<file path="config.mk">
export PLATFORM = sky130hd
export DESIGN_NAME = tl_channel_monitor
export DESIGN_NICKNAME = d
export VERILOG_FILES = /design/src/rtl/tl_channel_monitor.sv
export SDC_FILE = /design/constraint.sdc
export NUM_CORES = 1
export LEC_CHECK = 0
export ABC_CLOCK_PERIOD_IN_PS = 16700
export CORE_ASPECT_RATIO = 0.9
export CORE_MARGIN = 2
export CORE_UTILIZATION = 60
export CTS_CLUSTER_DIAMETER = 80
export DETAILED_ROUTE_END_ITERATION = 10
export HOLD_SLACK_MARGIN = 0.08
export PLACE_DENSITY = 0.88
export SYNTH_ARGS = -nofsm -noshare
export SYNTH_HDL_FRONTEND = slang
export SYNTH_SLANG_ARGS = --single-unit
</file>
<file path="constraint.sdc">
create_clock -name clock -period 16.7 [get_ports clock]
set_input_delay 3.34 -clock clock [delete_from_list [all_inputs] [get_ports clock]]
set_output_delay 3.34 -clock clock [all_outputs]
set_load 0.1 [all_outputs]
</file>
<file path="src/rtl/tl_channel_monitor.sv">
// TileLink-UL A/D channel protocol checker: tracks in-flight sources and bursts,
// flags handshake, alignment, matching and progress violations as a pulse plus sticky bits.
module tl_channel_monitor #(
    parameter int SOURCE_BITS = 6,
    parameter int ADDR_BITS   = 32,
    parameter int BEAT_BYTES  = 8,
    parameter int SIZE_BITS   = 4,
    parameter int MAX_SIZE    = 6,
    parameter int TIMEOUT     = 1024
) (
    input  logic                   clock,
    input  logic                   reset_n,
    input  logic                   a_valid,
    input  logic                   a_ready,
    input  logic [2:0]             a_opcode,
    input  logic [2:0]             a_param,
    input  logic [SIZE_BITS-1:0]   a_size,
    input  logic [SOURCE_BITS-1:0] a_source,
    input  logic [ADDR_BITS-1:0]   a_address,
    input  logic [BEAT_BYTES-1:0]  a_mask,
    input  logic                   d_valid,
    input  logic                   d_ready,
    input  logic [2:0]             d_opcode,
    input  logic [1:0]             d_param,
    input  logic [SIZE_BITS-1:0]   d_size,
    input  logic [SOURCE_BITS-1:0] d_source,
    input  logic                   err_clear,
    output logic                   err_valid,
    output logic [3:0]             err_code,
    output logic [9:0]             err_sticky,
    output logic [SOURCE_BITS:0]   inflight_cnt
);

    localparam int NSRC   = 2 ** SOURCE_BITS;
    localparam int LOG_BB = $clog2(BEAT_BYTES);
    localparam int CNT_W  = 2 ** SIZE_BITS;
    localparam int WD_W   = (TIMEOUT > 0) ? $clog2(TIMEOUT + 1) : 1;
    localparam int A_PW   = 6 + SIZE_BITS + SOURCE_BITS + ADDR_BITS + BEAT_BYTES;
    localparam int D_PW   = 5 + SIZE_BITS + SOURCE_BITS;

    // Index of the last beat (beats-1) for a transfer of the given size.
    function automatic logic [CNT_W-1:0] beats_m1(input logic [SIZE_BITS-1:0] size, input logic multi);
        if (!multi || int'(size) <= LOG_BB)
            return '0;
        return CNT_W'((1 << (int'(size) - LOG_BB)) - 1);
    endfunction

    function automatic logic misaligned(input logic [ADDR_BITS-1:0] addr, input logic [SIZE_BITS-1:0] size);
        logic bad;
        bad = 1'b0;
        for (int i = 0; i < ADDR_BITS; i++)
            if (i < int'(size) && addr[i])
                bad = 1'b1;
        return bad;
    endfunction

    // A lane is legal when it lies in the same size-aligned block as the address.
    function automatic logic bad_lanes(input logic [ADDR_BITS-1:0] addr, input logic [SIZE_BITS-1:0] size,
                                       input logic [BEAT_BYTES-1:0] mask);
        logic bad;
        int   off;
        bad = 1'b0;
        off = int'(addr[LOG_BB-1:0]);
        for (int i = 0; i < BEAT_BYTES; i++)
            if (mask[i] && ((i >> int'(size)) != (off >> int'(size))))
                bad = 1'b1;
        return bad;
    endfunction

    function automatic logic [SOURCE_BITS:0] popcount(input logic [NSRC-1:0] v);
        logic [SOURCE_BITS:0] n;
        n = '0;
        for (int i = 0; i < NSRC; i++)
            n = n + {{SOURCE_BITS{1'b0}}, v[i]};
        return n;
    endfunction

    logic                   a_fire, d_fire, a_put, a_first, d_first, a_last, d_last;
    logic [CNT_W-1:0]       a_cnt_q, a_cnt_d, d_cnt_q, d_cnt_d;
    logic [CNT_W-1:0]       a_lim_q, d_lim_q, a_lim_now, d_lim_now;
    logic [2:0]             a_cap_op_q, d_cap_op_q;
    logic [SIZE_BITS-1:0]   a_cap_size_q, d_cap_size_q;
    logic [SOURCE_BITS-1:0] a_cap_src_q, d_cap_src_q, d_clr_src;
    logic [ADDR_BITS-1:0]   a_cap_addr_q;
    logic [A_PW-1:0]        a_pay, a_prev_q;
    logic [D_PW-1:0]        d_pay, d_prev_q;
    logic                   a_stall_q, d_stall_q;
    logic                   exp_op_q [NSRC];
    logic [SIZE_BITS-1:0]   exp_size_q [NSRC];
    logic [NSRC-1:0]        inflight_q, inflight_d;
    logic [WD_W-1:0]        wd_q, wd_d;
    logic                   wd_hit;
    logic [9:0]             errs;
    logic                   err_valid_q, err_valid_d;
    logic [3:0]             err_code_q, err_code_d;
    logic [9:0]             err_sticky_q, err_sticky_d;
    logic [SOURCE_BITS:0]   inflight_cnt_q, inflight_cnt_d;

    assign a_fire    = a_valid & a_ready;
    assign d_fire    = d_valid & d_ready;
    assign a_put     = (a_opcode == 3'd0) || (a_opcode == 3'd1);
    assign a_first   = (a_cnt_q == '0);
    assign d_first   = (d_cnt_q == '0);
    assign a_lim_now = beats_m1(a_size, a_put);
    assign d_lim_now = beats_m1(d_size, d_opcode == 3'd1);
    assign a_last    = a_first ? (a_lim_now == '0) : (a_cnt_q == a_lim_q);
    assign d_last    = d_fire && (d_first ? (d_lim_now == '0) : (d_cnt_q == d_lim_q));
    assign d_clr_src = d_first ? d_source : d_cap_src_q;
    assign a_pay     = {a_opcode, a_param, a_size, a_source, a_address, a_mask};
    assign d_pay     = {d_opcode, d_param, d_size, d_source};

    always_comb begin
        a_cnt_d = a_cnt_q;
        d_cnt_d = d_cnt_q;
        if (a_fire)
            a_cnt_d = a_last ? '0 : a_cnt_q + 1'b1;
        if (d_fire)
            d_cnt_d = d_last ? '0 : d_cnt_q + 1'b1;
    end

    always_comb begin
        wd_d   = wd_q;
        wd_hit = 1'b0;
        if (TIMEOUT != 0) begin
            if (d_fire || inflight_q == '0) begin
                wd_d = '0;
            end else if (wd_q != WD_W'(TIMEOUT)) begin
                wd_d   = wd_q + 1'b1;
                wd_hit = (wd_q == WD_W'(TIMEOUT - 1));
            end
        end
    end

    always_comb begin
        errs    = '0;
        errs[0] = a_stall_q && (!a_valid || a_pay != a_prev_q);
        errs[1] = d_stall_q && (!d_valid || d_pay != d_prev_q);
        errs[2] = a_fire && (!(a_put || a_opcode == 3'd4) || a_param != 3'd0 || int'(a_size) > MAX_SIZE);
        errs[3] = a_fire && (misaligned(a_address, a_size) || (a_put && bad_lanes(a_address, a_size, a_mask)));
        errs[4] = a_fire && !a_first && (a_opcode != a_cap_op_q || a_size != a_cap_size_q ||
                                         a_source != a_cap_src_q || a_address != a_cap_addr_q);
        // A response retiring the same source this cycle frees it for the new request.
        errs[5] = a_fire && a_first && inflight_q[a_source] && !(d_last && d_clr_src == a_source);
        errs[6] = d_fire && d_first && !inflight_q[d_source];
        errs[7] = d_fire && (d_param != 2'd0 ||
                  (d_first && inflight_q[d_source] &&
                   (d_opcode != {2'b00, exp_op_q[d_source]} || d_size != exp_size_q[d_source])));
        errs[8] = d_fire && !d_first && (d_opcode != d_cap_op_q || d_size != d_cap_size_q ||
                                         d_source != d_cap_src_q);
        errs[9] = wd_hit;
    end

    always_comb begin
        inflight_d = inflight_q;
        if (d_last)
            inflight_d[d_clr_src] = 1'b0;
        if (a_fire && a_first)
            inflight_d[a_source] = 1'b1;
        inflight_cnt_d = popcount(inflight_d);
        err_valid_d    = (errs != '0);
        err_code_d     = 4'd0;
        for (int i = 9; i >= 0; i--)
            if (errs[i])
                err_code_d = 4'(i);
        err_sticky_d = (err_clear ? 10'd0 : err_sticky_q) | errs;
    end

    always_ff @(posedge clock or negedge reset_n) begin
        if (!reset_n) begin
            a_cnt_q        <= '0;
            d_cnt_q        <= '0;
            a_stall_q      <= 1'b0;
            d_stall_q      <= 1'b0;
            inflight_q     <= '0;
            wd_q           <= '0;
            err_valid_q    <= 1'b0;
            err_code_q     <= 4'd0;
            err_sticky_q   <= 10'd0;
            inflight_cnt_q <= '0;
        end else begin
            a_cnt_q        <= a_cnt_d;
            d_cnt_q        <= d_cnt_d;
            a_stall_q      <= a_valid & ~a_ready;
            d_stall_q      <= d_valid & ~d_ready;
            inflight_q     <= inflight_d;
            wd_q           <= wd_d;
            err_valid_q    <= err_valid_d;
            err_code_q     <= err_code_d;
            err_sticky_q   <= err_sticky_d;
            inflight_cnt_q <= inflight_cnt_d;
        end
    end

    // Payload captures are only consulted under a control qualifier, so they need no reset.
    always_ff @(posedge clock) begin
        a_prev_q <= a_pay;
        d_prev_q <= d_pay;
        if (a_fire && a_first) begin
            a_cap_op_q           <= a_opcode;
            a_cap_size_q         <= a_size;
            a_cap_src_q          <= a_source;
            a_cap_addr_q         <= a_address;
            a_lim_q              <= a_lim_now;
            exp_op_q[a_source]   <= (a_opcode == 3'd4);
            exp_size_q[a_source] <= a_size;
        end
        if (d_fire && d_first) begin
            d_cap_op_q   <= d_opcode;
            d_cap_size_q <= d_size;
            d_cap_src_q  <= d_source;
            d_lim_q      <= d_lim_now;
        end
    end

    assign err_valid    = err_valid_q;
    assign err_code     = err_code_q;
    assign err_sticky   = err_sticky_q;
    assign inflight_cnt = inflight_cnt_q;

endmodule

</file>
==> summary.md, run 1 <==
| Metric | Value |
|---|---|
| Starting density of the core | about three fifths |
| Final Max Tran Viols | 0 |
| P per Cell Area | ~160 nW/um2 |
| Wirelength per Cell | 27.2 um |
| Die area | 50100 um2 |
| Outcome | completed |
| Initial antenna violation count | 0 |
| Comb power frac | approximately two fifths |
| Clk pwr share | 25.5% |
| Worst EP arrival | 14210 ps |
| Unrepaired setup endpoints after global routing | no |
| Nets | 2523 |
| Fin Clk Skew | ~40 ps |
| P&R area growth vs syn | 12.0% |
| Int Power | 3290 uW |
| Area of the multi-input gates | 11100 um2 |
| Setup tns final | 0 ps |
| CP startpoint kind | input pin |
| Number of diodes | 0 |
| Clk buf depth | 3 |
| Core ar. | 47700 um2 |
| Post-Syn Nets | 2420 |
| First drt pass iteration count | 6 |
| Crit-path max FO | 15 |
| Async set-reset flop share out of synthesis | 21.4% |
| MaxCap Viol Count | 0 |
| Post-route antenna net violation count | 0 |
| Setup bufs post-CTS | 0 |
| Die height | about 210 um |
| Final critical-path required period | 13710 ps |
| Total number of vias | a little under 20000 |
| Max Freq | between 70 and 80 MHz |
| Clock Latency Late Sink | 650 ps |
| Unique cell type count in the Yosys netlist | 73 |
| Max IR drop VDD | ~0.36 mV |
| Synthesized cell area | 29000 um2 |
| Synth Register Bits | 612 |
| Overall Global Routing Usage | 33.3% |
| Register area | 17000 um2 |
| CTS root buffer | clkbuf_16 |
| GR Overflow Total | 0 |
| DR iter-0 viols | 2397 |
| Switching pwr | about 1900 uW |
| Overall power | 5160 uW |
| Crit-path max cell delay | 1040 ps |
| Io pins | 100 |
| Slew headroom | 16.1% |
| Post-Syn Area per Cell | around 13 um2 |
| First-pass GRT wire length | 123 mm |
| Chip width | 236 um |
| Yosys warns | 0 |
| Critical path's slowest cell | nor4b_2 |
| Row cnt | 76 |
| Crit path required time | about 17000 ps |
| Final wirelength | 82.4 mm |
| Fin. Hold Viols | 0 |
| Number of global-route vias before repair | 19677 |
| TritonCTS clock tree | built |
| # clock sinks | slightly above 600 |
| CP Class | input pin to flop |
| CTS H-tree depth | 2 |
| Final setup vio count | 0 |
| Worst hold-check path type | flop to flop |
| Leakage | between 0.01 and 0.015 uW |
| Filler Cells Inserted | 3229 |
| Port-buffer cells | between 90 and 100 |
| Largest net degree at the start of global routing | 92 |
| Nature of the critical path endpoint | flop |
| Placed Cells | 2921 |
| Final non-filler cell total | 3030 |
| Cts repair resizes | 0 |
| Clk pin slew, worst setup/hold paths | 60 ps |
| Top_reg_cell synth | edfxtp_1 |
| Vias per cell | 6.55 |
| Gpl congestion | 1.02 |
| DRC viols | 0 |
| Final HPWL DP | 57.0 mm |
| Sequential area share after synthesis | 58.7% |
| Reg power frac | 35.8% |
| Most used cell, CP | fa_1 |
| Hold buffers post-CTS | 0 |
| EDFF count, synth | just over 400 |
| Share of cells above drive strength 1 | 9.14% |
| Fin crit share | between 80% and 90% |
| Post-Syn Instances | roughly 2300 |
| Measured slew at the worst slew-check pin | approximately 1300 ps |
| Sw Ratio | 36.3% |
| Inserted Clock Buffers | 60 |
[critical path: cells and delay by family]
family,cells,cell delay (ps)
and+or+nand+nor,10,3220
buffers and inverters,7,1400
adders and majority gates,11,5180
AOI/OAI and AO/OA,6,1060
[Yosys cell counts, types with 4 or more instances]
master    count  area [um2]
dfxtp_1      71        1420
a21o_1       57         428
a211oi_1      9        67.6
o211ai_1      7        52.6
nand2b_1     16         100
nor2b_1      19         119
o21ai_0      47         235
o31ai_1       7        52.6
o22ai_1      12        75.1
nor3_1       25         125
and2_1       12        75.1
or2_2         5        31.3
nor2_1      174         653
nand3_1      51         255
nand2_1     167         627
nor4_1       54         338
buf_4         9        67.6
mux2i_1     115        1150
nand3b_1      4        30.0
ha_1         32         400
xor2_1      117        1020
xnor2_1      93         815
o21a_1        4        30.0
a22oi_1      46         345
mux4_2       61        1370
clkbuf_1     54         203
buf_2        23         115
nand4_1      35         219
a31oi_1       7        43.8
dfrtp_1     131        3280
o41ai_1       6        52.6
fa_1         54        1080
a21oi_1      95         475
mux2_2       12         135
buf_1         5        18.8
or3_1        11        68.8
edfxtp_1    410       12300
inv_1       128         480
a21boi_0      4        30.0
nor3b_1       6        45.0
and3_1       11        68.8
[power groups by stage]
stage | Combinational (uW) | Sequential [uW] | Clock (uW)
2_1_floorplan | 1380 | 1930 | 0
3_3_place_gp | 1920 | 1870 | 0
3_5_place_dp | 1980 | 1880 | 0
4_1_cts | 2010 | 1850 | 1320
5_1_grt | 2300 | 1860 | 1380
6_report | 2000 | 1850 | 1310
[metrics by stage]
| stage | worst slack, ps | hold slack [ps] | area, um2 | utilization (%) |
|---|---|---|---|---|
| after CTS | 3100 | 492 | 32500 | 68.0 |
| after detailed placement | 2530 | 478 | 30600 | 64.0 |
| final | 2990 | 495 | 32500 | 68.0 |
| after global routing | 2410 | 510 | 32500 | 68.0 |
| after floorplan | 4790 | 474 | 29000 | - |
| after global placement | 2710 | 496 | 30600 | 64.0 |
[routing by layer]
layer	routed length [um]	track usage, %
met1	31300	45.0
met2	38600	53.6
met3	9430	7.58
met4	3070	12.4
met5	0	0
[final timing paths]
kind,startpoint,endpoint,slack [ps],cells after the start
setup / recovery,d_size[2],inflight_cnt[6],2990,34
hold / removal,err_sticky[3],err_sticky[3],500,1
setup reg to reg,d_cnt_q[0],inflight_cnt[6],6900,28
max in group asynchronous,reset_n,inflight_q[1],12730,2
hold reg to reg,err_sticky[3],err_sticky[3],500,1
min in group asynchronous,reset_n,a_stall_q,2820,1
[cell type report]
type                            instances  share of cell area [%]
Sequential cell                       612                    52.4
Inverter                              132                    1.53
Clock buffer                           79                    5.06
Tap cell                              624                    2.41
Multi-Input combinational cell       1419                    34.1
Clock inverter                         30                   0.759
Timing Repair Buffer                  134                    3.78
[logic make-up after synthesis]
kind of cell,Yosys count,synth area share [%]
muxes,189,9.23
DFF,612,58.7
xor gates and xnor gates,210,6.35
adders and majority gates,86,5.11
and+or+nand+nor,598,9.84
buffers and inverters,225,3.18
other,1,0.0129
AOI/OAI and AO/OA,335,7.57
[placed cells by master (no fill, tap or decap), types with 6 or more instances in the layout]
| cell | Yosys | final |
|---|---|---|
| buf_4 | 9 | 35 |
| o31ai_1 | 7 | 7 |
| a21o_1 | 57 | 57 |
| xnor2_1 | 93 | 93 |
| nand3_1 | 51 | 51 |
| clkinv_2 | 0 | 10 |
| dfrtp_1 | 131 | 131 |
| nor2b_1 | 19 | 19 |
| nand2_1 | 167 | 167 |
| and2_1 | 12 | 12 |
| nor2_1 | 174 | 173 |
| clkbuf_16 | 0 | 61 |
| o21ai_0 | 47 | 47 |
| buf_2 | 23 | 6 |
| a31oi_1 | 7 | 7 |
| dfxtp_1 | 71 | 71 |
| or3_1 | 11 | 11 |
| mux4_2 | 61 | 61 |
| nand4_1 | 35 | 35 |
| fa_1 | 54 | 54 |
| and3_1 | 11 | 11 |
| nor3_1 | 25 | 25 |
| nand2b_1 | 16 | 16 |
| o22ai_1 | 12 | 12 |
| xor2_1 | 117 | 117 |
| clkdlybuf4s50_1 | 0 | 91 |
| mux2_2 | 12 | 12 |
| a211oi_1 | 9 | 9 |
| nor4_1 | 54 | 54 |
| clkinv_1 | 2 | 15 |
| clkbuf_1 | 54 | 13 |
| edfxtp_1 | 410 | 410 |
| a21oi_1 | 95 | 95 |
| inv_1 | 128 | 127 |
| a22oi_1 | 46 | 46 |
| mux2i_1 | 115 | 115 |
| ha_1 | 32 | 32 |
| o211ai_1 | 7 | 7 |
[registers in the layout (all words and copies together) (netlist names), 7 cells and up]
name / cells
a_cnt_q: 16
a_cap_addr_q: 32
inflight_q: 64
inflight_cnt: 7
a_lim_q: 16
wd_q: 11
a_prev_q: 56
d_prev_q: 15
d_lim_q: 16
d_cnt_q: 16
exp_op_q: 64
exp_size_q: 256
err_sticky: 10
(Power assumes the default switching activity.)
==> run 2, diff against run 1 <==
ABC_CLOCK_PERIOD_IN_PS = 12100   (was 16700)
CORE_UTILIZATION = 56   (was 60)
PLACE_DENSITY = 0.87   (was 0.88)
clock period = 12.1 ns   (was 16.7 ns; I/O delays follow)
==> summary.md, run 2 (synthesis gave the netlist of run 1 again) <==
| Metric | Value |
|---|---|
| Outcome | completed |
| Chip width | 244 um |
| Largest register FFs | approximately 260 |
| CP Depth | 39 |
| Post-route antenna net violation count | 0 |
| Critical path's slowest cell | fa_1 |
| Worst EP arrival | 11720 ps |
| Crit path launch | d_size[0] |
| Max IR drop VDD | 0.330 mV |
| CP Class | input pin to flop |
| Final critical-path required period | 11230 ps |
| Placed Cells | approximately 3000 |
| Gpl congestion | 1.00 |
| Wirelength per Cell | 26.6 um |
| Final Max Tran Viols | 0 |
| Starting density of the core | 56.4% |
| Number of global-route vias before repair | 19819 |
| Crit-path max FO | 17 |
| Layout Utilization | 64.0% |
| Most used cell, CP | fa_1 |
| Unrepaired setup endpoints after global routing | no |
| Clock Latency Late Sink | 650 ps |
| # clock sinks | 612 |
| Leakage | 0.0128 uW |
| Final Cell Area | 32900 um2 |
| Reg power frac | between 30% and 40% |
| TritonCTS clock tree | built |
| First drt pass iteration count | 7 |
| Delay-heaviest family, CP | adder cells |
| Number of cells on the worst reg-to-reg path | 31 |
| Inserted Clock Buffers | 60 |
| Crit-path max cell delay | 550 ps |
| Clk pwr share | about a quarter |
| Sw Ratio | 36.0% |
| DR iter-0 viols | 2436 |
| Most frequent cells in the layout | edfxtp_1, nor2_1, nand2_1, dfrtp_1, inv_1 |
| Commonest non-fill, non-tap cell in the layout | edfxtp_1 |
| Setup tns final | 0 ps |
| Io pins | 100 |
| Critical R2R Launch | d_cnt_q[0] |
| First-pass GRT wire length | 126 mm |
| Max Freq | 89.1 MHz |
| Measured slew at the worst slew-check pin | 1140 ps |
| Nets | 2561 |
| Die height | ~220 um |
| Initial antenna violation count | 1 |
| Nature of the critical path endpoint | flop |
| Crit path required time | 12600 ps |
| Clk buf depth | 3 |
| Switching pwr | 2570 uW |
| Largest net degree at the start of global routing | 78 |
| P&R area growth vs syn | 13.6% |
| Total number of vias | 19839 |
| Core ar. | 51400 um2 |
| Vias per cell | 6.32 |
| Worst hold-check path type | flop to flop |
| Overall Global Routing Usage | a little under a third |
| Worst setup path end | inflight_cnt[6] |
| Fin Clk Skew | 51.9 ps |
| MaxCap Viol Count | 0 |
| Port-buffer cells | 99 |
| Fin. Hold Viols | 0 |
| Die area | around 54000 um2 |
| CTS root buffer | clkbuf_16 |
| Hold buffers post-CTS | 0 |
| Top Registers | exp_size_q (256), exp_op_q (64), inflight_q (64) |
| GR Overflow Total | 0 |
| Clk pin slew, worst setup/hold paths | 60 ps |
| Share of cells above drive strength 1 | 10.7% |
| Final setup vio count | 0 |
| Fin crit share | 92.8% |
| Final wirelength | 83.5 mm |
| CP startpoint kind | input pin |
| Final HPWL DP | 59.2 mm |
| Final non-filler cell total | 3139 |
| Comb power frac | between 30% and 40% |
| Biggest register | exp_size_q |
| WP buf/inv | 10 |
| DRC viols | 0 |
| Reg2reg setup slack | 2860 ps |
| CTS H-tree depth | 2 |
| Placed cell area | just over 30000 um2 |
| Setup bufs post-CTS | 0 |
| Int Power | roughly 4600 uW |
| P per Cell Area | 217 nW/um2 |
| Cts repair resizes | 0 |
| RR Endpoint | inflight_cnt[6] |
| Slew headroom | a little under a quarter |
| Filler Cells Inserted | 3703 |
| Row cnt | 79 |
## run 2: final cells by class
| type | instances | area [um2] | share of cell area, % |
|---|---|---|---|
| antenna | 2 | 5.00 | 0.0152 |
| inverter | 132 | 495 | 1.51 |
| sequential | 612 | 17000 | 51.7 |
| clock buffer | 81 | 1640 | 4.98 |
| multi-input combinational | 1419 | 11100 | 33.6 |
| timing repair buffer | 172 | 1510 | 4.59 |
| clock inverter | 33 | 330 | 1.00 |
| tap | 688 | 861 | 2.62 |
## run 2: layer usage
metal | share of wire [%] | GRT usage (%)
met3 | 9.9 | 7.03
met4 | 3.7 | 11.3
met5 | 0 | 0
met1 | 40 | 43.0
met2 | 47 | 50.8
## run 2: per-stage QoR
| stage | hold slack (ps) | total power (uW) | setup slack, ps |
|---|---|---|---|
| floorplan | 474 | 4570 | 1110 |
| global placement | 480 | 5260 | 449 |
| detailed placement | 489 | 5310 | 308 |
| CTS | 501 | 7190 | 901 |
| global route | 510 | 7660 | 257 |
| finish | 501 | 7130 | 873 |
## run 2: worst min-delay path by stage
| stage | startpoint | end | slack (ps) | cells past startpoint |
|---|---|---|---|---|
| after detailed placement | err_sticky[2] | err_sticky[2] | 490 | 1 |
| final | err_sticky[2] | err_sticky[2] | 500 | 1 |
| after global placement | err_sticky[3] | err_sticky[3] | 480 | 1 |
| after floorplan | a_stall_q | err_sticky[0] | 470 | 2 |
| after global routing | err_sticky[2] | err_sticky[2] | 510 | 1 |
| after CTS | err_sticky[2] | err_sticky[2] | 500 | 1 |
## run 2: power groups by stage
stage	clock network [uW]	logic (uW)	registers [uW]
final	1870	2690	2560
after global routing	1970	3120	2580
after CTS	1890	2750	2560
after detailed placement	0	2710	2600
after global placement	0	2660	2600
after floorplan	0	1900	2660
